### src/rtl/kmsink_pkg.sv
// Shared types and helpers for the Kmeans result sink.
// Optional max tracking in the top level is enabled by defining KMSINK_MAXTRACK_EN.
package kmsink_pkg;

    localparam int DATA_W_DEF = 18;

    typedef enum logic [1:0] {
        ST_IDLE,
        ST_START,
        ST_COLLECT,
        ST_DONE
    } state_t;

    // Bits needed to index `value` distinct items (ceil(log2(value))).
    function automatic int clog2(input int value);
        int bits;
        int rem;
        bits = 0;
        rem  = value - 1;
        while (rem > 0) begin
            bits = bits + 1;
            rem  = rem >> 1;
        end
        return bits;
    endfunction

endpackage

### src/rtl/kmsink_fifo.sv
// Single-clock FIFO with exact occupancy count; simultaneous push and pop are
// accepted when full, and an empty FIFO never bypasses wdata to rdata.
module kmsink_fifo
    import kmsink_pkg::*;
#(
    parameter int DATA_W = DATA_W_DEF,
    parameter int DEPTH  = 16
) (
    input  logic                      clk,
    input  logic                      reset,
    input  logic                      push,
    input  logic                      pop,
    input  logic [DATA_W-1:0]         wdata,
    output logic [DATA_W-1:0]         rdata,
    output logic                      full,
    output logic                      empty,
    output logic [clog2(DEPTH):0]     fill
);

    localparam int AW = clog2(DEPTH);
    localparam int FW = AW + 1;

    logic [DATA_W-1:0] mem [DEPTH];
    logic [AW-1:0]     wr_ptr;
    logic [AW-1:0]     rd_ptr;
    logic              push_ok;
    logic              pop_ok;

    assign full    = (fill == FW'(DEPTH));
    assign empty   = (fill == '0);
    assign push_ok = push && (!full || pop);
    assign pop_ok  = pop && !empty;
    assign rdata   = mem[rd_ptr];

    // NOTE: the storage array has no reset; only pointers and fill define validity.
    always_ff @(posedge clk) begin
        if (push_ok) begin
            mem[wr_ptr] <= wdata;
        end
    end

    // Pointer width equals log2(DEPTH), so increments wrap modulo DEPTH.
    always_ff @(posedge clk or negedge reset) begin
        if (!reset) begin
            wr_ptr <= '0;
            rd_ptr <= '0;
            fill   <= '0;
        end else begin
            if (push_ok) begin
                wr_ptr <= wr_ptr + AW'(1);
            end
            if (pop_ok) begin
                rd_ptr <= rd_ptr + AW'(1);
            end
            case ({push_ok, pop_ok})
                2'b10:   fill <= fill + FW'(1);
                2'b01:   fill <= fill - FW'(1);
                default: fill <= fill;
            endcase
        end
    end

endmodule

### src/rtl/kmeans_result_sink.sv
// Run controller and result consumer for the Kmeans core: start pulse, result
// capture into a FIFO, strobe-gap watchdog. Define KMSINK_MAXTRACK_EN for max_y tracking.
module kmeans_result_sink
    import kmsink_pkg::*;
#(
    parameter int DATA_W      = DATA_W_DEF,
    parameter int DEPTH       = 16,
    parameter int NUM_RESULTS = 8,
    parameter int TIMEOUT     = 1023
) (
    input  logic                    clk,
    input  logic                    reset,
    input  logic                    run_req,
    output logic                    km_start,
    input  logic [DATA_W-1:0]       km_y,
    input  logic                    km_tr1,
    output logic                    rd_valid,
    output logic [DATA_W-1:0]       rd_data,
    input  logic                    rd_ready,
    output logic                    busy,
    output logic                    done,
    output logic                    timeout_err,
    output logic                    overflow,
    output logic [clog2(DEPTH):0]   fill,
    output logic [DATA_W-1:0]       max_y
);

    localparam int CW = clog2(NUM_RESULTS + 1);
    localparam int WW = clog2(TIMEOUT + 1);

    state_t          state;
    state_t          state_nxt;
    logic [CW-1:0]   res_cnt;
    logic [WW-1:0]   wd_cnt;
    logic            run_go;
    logic            strobe;
    logic            run_complete;
    logic            wd_expire;
    logic            pop;
    logic            fifo_full;
    logic            fifo_empty;

    assign run_go       = (state == ST_IDLE) && run_req;
    assign strobe       = (state == ST_COLLECT) && km_tr1;
    assign run_complete = (res_cnt == CW'(NUM_RESULTS));
    // A strobe in the expiry cycle wins over the timeout.
    assign wd_expire    = (state == ST_COLLECT) && !run_complete && !km_tr1
                          && (wd_cnt == WW'(TIMEOUT));

    assign km_start = (state == ST_START);
    assign busy     = (state == ST_START) || (state == ST_COLLECT);
    assign done     = (state == ST_DONE);
    assign rd_valid = !fifo_empty;
    assign pop      = rd_valid && rd_ready;

    always_ff @(posedge clk or negedge reset) begin
        if (!reset) begin
            state <= ST_IDLE;
        end else begin
            state <= state_nxt;
        end
    end

    // NOTE: every combinational output gets its default first so no latch is inferred.
    always_comb begin
        state_nxt = state;
        case (state)
            ST_IDLE:    if (run_req) state_nxt = ST_START;
            ST_START:   state_nxt = ST_COLLECT;
            ST_COLLECT: if (run_complete || wd_expire) state_nxt = ST_DONE;
            ST_DONE:    state_nxt = ST_IDLE;
            default:    state_nxt = ST_IDLE;
        endcase
    end

    // NOTE: sequential state uses non-blocking assignments so all registers update together.
    always_ff @(posedge clk or negedge reset) begin
        if (!reset) begin
            res_cnt     <= '0;
            wd_cnt      <= '0;
            timeout_err <= 1'b0;
            overflow    <= 1'b0;
        end else if (run_go) begin
            res_cnt     <= '0;
            wd_cnt      <= '0;
            timeout_err <= 1'b0;
            overflow    <= 1'b0;
        end else begin
            if (strobe) begin
                res_cnt <= res_cnt + CW'(1);
                wd_cnt  <= '0;
            end else if ((state == ST_COLLECT) && (wd_cnt != WW'(TIMEOUT))) begin
                wd_cnt  <= wd_cnt + WW'(1);
            end
            if (wd_expire) begin
                timeout_err <= 1'b1;
            end
            if (strobe && fifo_full && !pop) begin
                overflow <= 1'b1;
            end
        end
    end

`ifdef KMSINK_MAXTRACK_EN
    logic [DATA_W-1:0] max_q;

    // Dropped strobes still take part in the maximum.
    always_ff @(posedge clk or negedge reset) begin
        if (!reset) begin
            max_q <= '0;
        end else if (run_go) begin
            max_q <= '0;
        end else if (strobe && (km_y > max_q)) begin
            max_q <= km_y;
        end
    end

    assign max_y = max_q;
`else
    assign max_y = '0;
`endif

    kmsink_fifo #(
        .DATA_W (DATA_W),
        .DEPTH  (DEPTH)
    ) u_fifo (
        .clk    (clk),
        .reset  (reset),
        .push   (strobe),
        .pop    (pop),
        .wdata  (km_y),
        .rdata  (rd_data),
        .full   (fifo_full),
        .empty  (fifo_empty),
        .fill   (fill)
    );

endmodule

### config.mk
export PLATFORM = sky130hd
export DESIGN_NAME = kmeans_result_sink
export DESIGN_NICKNAME = d
export VERILOG_FILES = /design/src/rtl/kmsink_pkg.sv /design/src/rtl/kmsink_fifo.sv /design/src/rtl/kmeans_result_sink.sv
export SDC_FILE = /design/constraint.sdc
export NUM_CORES = 1
export LEC_CHECK = 0
export ABC_CLOCK_PERIOD_IN_PS = 4200
export CORE_AREA = 4 4 158 160
export DETAILED_ROUTE_END_ITERATION = 8
export DIE_AREA = 0 0 162 164
export GPL_TIMING_DRIVEN = 0
export PLACE_DENSITY_LB_ADDON = 0.12
export SYNTH_ARGS = -nofsm -noshare
export SYNTH_HDL_FRONTEND = slang
export SYNTH_SLANG_ARGS = --single-unit
### constraint.sdc
create_clock -name clk -period 4.2 [get_ports clk]
set_input_delay 0.84 -clock clk [delete_from_list [all_inputs] [get_ports clk]]
set_output_delay 0.84 -clock clk [all_outputs]
set_load 0.05 [all_outputs]
==> metrics, run 1 <==
status finished, final reports clean; clk sinks 319; drt wl/cell roughly 24 um; Hold WC Path Type input pin to async pin; DR vias roughly 6600; DRT antenna net count 0; Antenna diodes 0; Clock Pin Slew Worst Setup and Hold Paths roughly 60 ps; max_slew headroom roughly 15%; Leakage slightly above 5 nW; CTS Buf Count 31; DR pass1 iterations 5; core area ~0.023 mm^2; die area between 0.02 and 0.03 mm^2; crit path time final 4074 ps; final core occ 64.12%; vias in the first global route just under 7000; YS warnings 0; layout cells sized above 1 between 20% and 30%; Total GRT Usage between 20% and 30%; Chip Height between 150 and 200 um; Synth-to-Final Area Change 17.02%; critical path class flop to output port; Reg2Reg Depth 15; Hold WS roughly 360 ps; WP data arrival ~3200 ps; Avg Synthesized Cell Area 19.37 um^2; largest net degree at the start of global routing 32; Hold-fix buffers, CTS 0; peak fanout along the critical path 10; VDD IR max ~0.52 mV; reg-to-reg critical path startpoint state[0]; clk root buf clkbuf_16; Nets 819; CTS max path bufs 3; initial DRC count 483; CP Launch Type flop; clk_skew around 14 ps; DP Wirelength 16.87 mm; wire length on met1 about 11 mm; synth unique cells 49; transition time of the tightest slew-check pin 1269 ps; sequential-to-total area share from yosys stat roughly three quarters; Placed Area approximately 0.014 mm^2; vias per inst ~6; Final Instance Area between 0.015 and 0.02 mm^2; IO buf count 51; Yosys reg bits between 300 and 400; RSZ-0062 raised after global routing no; EDFF count, synth roughly 290; clk_lat worst skew ~550 ps; Slew Limit Fails 0; Setup TNS 0 ps; DRC Markers 0; worst path required time about 3400 ps; Initial Util 54.80%; final number of setup-violating endpoints 0; Die Width approximately 160 um; top cells by area, synth edfxtp_1, mux4_2, dfrtp_1; first-pass GRT wire length about 40 mm; row count 56; Final Hold Fails 0; Total Wirelength between 20 and 30 mm; WL met3 roughly 1.8 mm; Placer Congestion 0.8005; setup bufs post-CTS 0; Primary FF master, synth edfxtp_1; Mapped Cells ~660; initial antenna violation count 0; Post-synth ARST share under 10%; CTS tree yes; DR top layer met4; Post-Syn Area around 0.013 mm^2; Tcrit/Tclk final between 90% and 100%; fmax roughly 0.25 GHz; Synth top area share 67.44%; GR Overflow Total 0; FF-to-FF End u_fifo.fill[4]; R2R Setup Slk ~670 ps; H-tree depth 1; Pwr Density between 600 and 700 mW/mm^2; max_cap viols 0; endpoint class of the critical path output port; routed wl met2 13.02 mm; IO Pins 70; leading area contributor after synthesis edfxtp_1
[stage by stage]
| step | power (mW) | setup slack (ps) | std cells |
|---|---|---|---|
| after detailed placement | 7.723 | 275.6 | 1067 |
| after CTS | 10.27 | 1.715 | 1124 |
| after floorplan | 6.549 | 492.9 | 679 |
| after global placement | 7.574 | -2512 | 1049 |
| final | 10.19 | 126.3 | 1123 |
| after global routing | 10.63 | 15.93 | 1123 |
[report_power, final]
| group | internal, mW | total (mW) | switching (mW) |
|---|---|---|---|
| clock network | 1.42 | 2.55 | 1.13 |
| registers | 3.68 | 3.83 | 0.151 |
| logic | 1.50 | 3.82 | 2.31 |
[layout by cell type, fill, tap and decap left out, drive strengths merged, types with 2 or more instances in the layout]
cell type,netlist,routed
nor2b,7,7
a31oi,3,3
and3,6,6
clkinvlp,0,3
dfrtp,31,31
nand4,4,4
nor3,10,10
conb,1,18
nand3b,2,2
clkdlybuf4s50,0,50
or4,2,2
xnor2,9,9
inv,9,10
clkinv,0,13
nand3,11,11
o31ai,3,3
xor2,9,9
nand2,30,30
ha,16,16
o21ai,3,3
nor4b,5,5
mux4,72,72
and2,3,3
mux2,3,3
edfxtp,288,288
a21oi,14,14
a22oi,36,36
buf,39,53
clkbuf,12,54
nor2,21,21
[synthesized netlist by cell type, drive strengths merged, types with 2 or more instances]
library cell  count
a21oi            14
a22oi            36
a31oi             3
and2              3
and3              6
buf              39
clkbuf           12
dfrtp            31
edfxtp          288
ha               16
inv               9
mux2              3
mux4             72
nand2            30
nand3            11
nand3b            2
nand4             4
nor2             21
nor2b             7
nor3             10
nor4b             5
o21ai             3
o31ai             3
or4               2
xnor2             9
xor2              9
[worst max-delay path by stage]
stage	to	from	cells after the start	slack, ps
floorplan	u_fifo.mem[2][0]	u_fifo.fill[1]	5	490
global placement	u_fifo.mem[0][15]	km_tr1	5	-2510
detailed placement	u_fifo.fill[4]	km_tr1	13	280
CTS	rd_data[14]	u_fifo.rd_ptr[1]	6	2
global route	rd_data[17]	u_fifo.rd_ptr[1]	6	20
finish	rd_data[6]	u_fifo.rd_ptr[2]	6	130
[repair_timing]
| action | in CTS | in global routing |
|---|---|---|
| cloned | 0 | 0 |
| setup endpoints to repair | 11 | 12 |
| gates resized for setup | 6 | 8 |
[registers in the layout (all words and copies together) (netlist names)]
| signal | flops |
|---|---|
| res_cnt | 4 |
| u_fifo.fill | 5 |
| u_fifo.rd_ptr | 4 |
| wd_cnt | 10 |
| u_fifo.wr_ptr | 4 |
| state | 2 |
| overflow | 1 |
| u_fifo.mem | 288 |
| timeout_err | 1 |
[kinds of logic after synthesis]
| logic type | count (synthesis) | share of synthesized area (%) |
|---|---|---|
| XOR/XNOR | 18 | 1.229 |
| other | 1 | 0.02924 |
| AND/OR/NAND/NOR | 108 | 4.576 |
| flip-flops | 319 | 73.49 |
| adder cells (fa/ha/maj) | 16 | 1.561 |
| buffers and inverters | 60 | 2.693 |
| AO/OA/AOI/OAI | 64 | 3.435 |
| multiplexers | 76 | 12.99 |
[metal layers]
| metal | global-route usage (%) | up-vias |
|---|---|---|
| met2 | 33.24 | 252 |
| li1 | - | 2883 |
| met5 | 0 | - |
| met1 | 28.45 | 3452 |
| met4 | 5.805 | 0 |
| met3 | 3.363 | 48 |
[critical path: stages (launching register included)]
cell	delay, ps
dfrtp_1	460
nor2b_1	170
buf_1	540
clkbuf_2	450
a22oi_1	130
nand2_1	110
clkdlybuf4s50_1	840
[layout make-up]
class | instances | area (um^2)
Buffer | 50 | 325.3
Clock buffer | 39 | 805.8
Clock inverter | 18 | 125.1
Fill cell | 1660 | 8397
Inverter | 9 | 33.78
Multi-Input combinational cell | 300 | 3176
Sequential cell | 319 | 9424
Tap cell | 319 | 399.1
Timing Repair Buffer | 69 | 716.9
No activity file was read; power rests on OpenSTA's default activity.
==> run 2: changes to the inputs <==
--- a/config.mk
+++ b/config.mk
@@ -11,6 +11,7 @@
 export DIE_AREA = 0 0 162 164
 export GPL_TIMING_DRIVEN = 0
 export PLACE_DENSITY_LB_ADDON = 0.12
+export SKIP_CTS_REPAIR_TIMING = 1
 export SYNTH_ARGS = -nofsm -noshare
 export SYNTH_HDL_FRONTEND = slang
 export SYNTH_SLANG_ARGS = --single-unit
==> metrics, run 2 (synthesis results as in run 1) <==
DR vias 6673 (+0.57%); CP Launch Type flop; Hold WC Path Type input pin to async pin; Chip Height 164 um (unchanged); # fillers 1661 (+0.060%); initial DRC count 485 (+0.41%); clk_lat worst skew 550 ps (about the same); critical path class flop to output port; Tcrit/Tclk final 96.08% (-0.91 points); final core occ 64.09% (about the same); Clock Pin Slew Worst Setup and Hold Paths 60 ps (about the same); PnR worst setup slack 164.7 ps (+38.42 ps); RSZ-0062 raised after global routing no; Final Instance Area 0.01500 mm^2 (about the same); largest net degree at the start of global routing 32 (unchanged); final number of setup-violating endpoints 0 (unchanged); DR pass1 iterations 5 (unchanged); max FFs per register 288 (unchanged); Total GRT Usage 20.18% (unchanged); fmax 0.2478 GHz (+0.95%); Total Wirelength 26.53 mm (about the same); drt wl/cell 23.63 um (about the same); routed wl met2 13.05 mm (+0.20%); row count 56 (unchanged); Slew Limit Fails 0 (unchanged); R2R Setup Slk 680 ps (about the same); vias per inst 5.942 (+0.57%); vias in the first global route 6856 (-0.044%); Leakage 5.076 nW (about the same); status finished, final reports clean; DR top layer met4; post-place setup slack 275.6 ps (unchanged); reg-to-reg critical path startpoint state[0]; Largest Register u_fifo.mem; max_slew headroom 13.99% (-1.3 points); die area 0.02657 mm^2 (unchanged); first-pass GRT wire length 40.34 mm (about the same); initial antenna violation count 0 (unchanged); most common cell after layout, fill and taps aside edfxtp_1; clk_skew 15.60 ps (+1.426 ps); Initial Util 54.80% (unchanged); DRC Markers 0 (unchanged); Slowest-stage cell, CP clkdlybuf4s50_1; DP Wirelength 16.87 mm (unchanged); transition time of the tightest slew-check pin 1289 ps (+19.83 ps); Synth-to-Final Area Change 16.97% (about the same); Placer Congestion 0.8005 (unchanged); Crit path largest cell delay 840 ps (about the same); Final Hold Fails 0 (unchanged); Pwr Density 678.7 mW/mm^2 (about the same); CTS Buf Count 31 (unchanged); Die Width 162 um (unchanged); WL met3 1.762 mm (-3.0%); WP data arrival 3200 ps (-30 ps); max_cap viols 0 (unchanged); Setup TNS 0 ps (unchanged); clk root buf clkbuf_16; peak fanout along the critical path 10 (unchanged); IO buf count 51 (unchanged); most frequent cells in the layout edfxtp_1, mux4_2, clkdlybuf4s50_1; IO Pins 70 (unchanged); crit path time final 4035 ps (-38.43 ps); clk sinks 319 (unchanged); Placed Area 0.01406 mm^2 (unchanged); DRT antenna net count 0 (unchanged); GR Overflow Total 0 (unchanged); endpoint class of the critical path output port; biggest regs u_fifo.mem x288, wd_cnt x10, u_fifo.fill x5; CTS tree yes; wire length on met1 11.02 mm (+0.43%); H-tree depth 1 (unchanged); core area 0.02340 mm^2 (unchanged); CP cell instances nor2b_1, buf_1, clkbuf_2, a22oi_1, nand2_1, clkdlybuf4s50_1; Critical path origin u_fifo.rd_ptr[2]; layout cells sized above 1 23.88% (unchanged); CTS max path bufs 3 (unchanged); worst path required time 3360 ps (about the same); Nets 819 (unchanged); Antenna diodes 0 (unchanged); VDD IR max 0.5230 mV (about the same)
-- run 2: cell count changes in the layout (fill, tap and decap cells not counted), sizes merged --
cell / change
clkbuf: +1
clkdlybuf4s15: -1
-- run 2: power breakdown --
group / switching [mW] / total [mW] / leakage [nW] / internal [mW]
Combinational: 2.31 / 3.81 / 1.64 / 1.50
Clock: 1.12 / 2.55 / 0.449 / 1.42
Sequential: 0.152 / 3.83 / 2.99 / 3.68
Total: 3.58 / 10.2 / 5.08 / 6.60
-- run 2: per-layer routing --
layer  vias to the layer above  track usage [%]
met5                         -                0
met4                         0            5.805
met3                        49            3.388
met2                       243            33.14
met1                      3501            28.52
li1                       2880                -
-- run 2: cell type report --
type,count,area [um^2],area share (%)
Sequential cell,319,9424,62.83
Multi-Input combinational cell,300,3176,21.17
Clock buffer,39,805.8,5.372
Inverter,9,33.78,0.2252
Timing Repair Buffer,69,716.9,4.780
Tap cell,319,399.1,2.661
Clock inverter,18,125.1,0.8342
Buffer,50,319.1,2.127
-- run 2: through the flow --
stage | total power [mW] | hold WS (ps) | cells
after floorplan | 6.549 | 493.1 | 679
after global placement | 7.574 | 490.9 | 1049
after detailed placement | 7.723 | 493.0 | 1067
after CTS | 10.26 | 512.0 | 1124
after global routing | 10.62 | 404.4 | 1123
final | 10.18 | 355.5 | 1123
-- run 2: final timing paths --
path | depth (start not counted) | endpoint
setup reg to reg | 15 | u_fifo.fill[4]
hold / removal | 1 | wd_cnt[5]
hold reg to reg | 2 | overflow
setup / recovery | 6 | rd_data[6]
max in group asynchronous | 1 | u_fifo.fill[1]
min in group clk | 2 | overflow
-- run 2: critical path: cells and delay by family (launching register included) --
kind	cells	cell delay, ps
and+or+nand+nor	2	280
AOI/OAI and AO/OA	1	130
buffers and inverters	3	1780
DFF	1	450
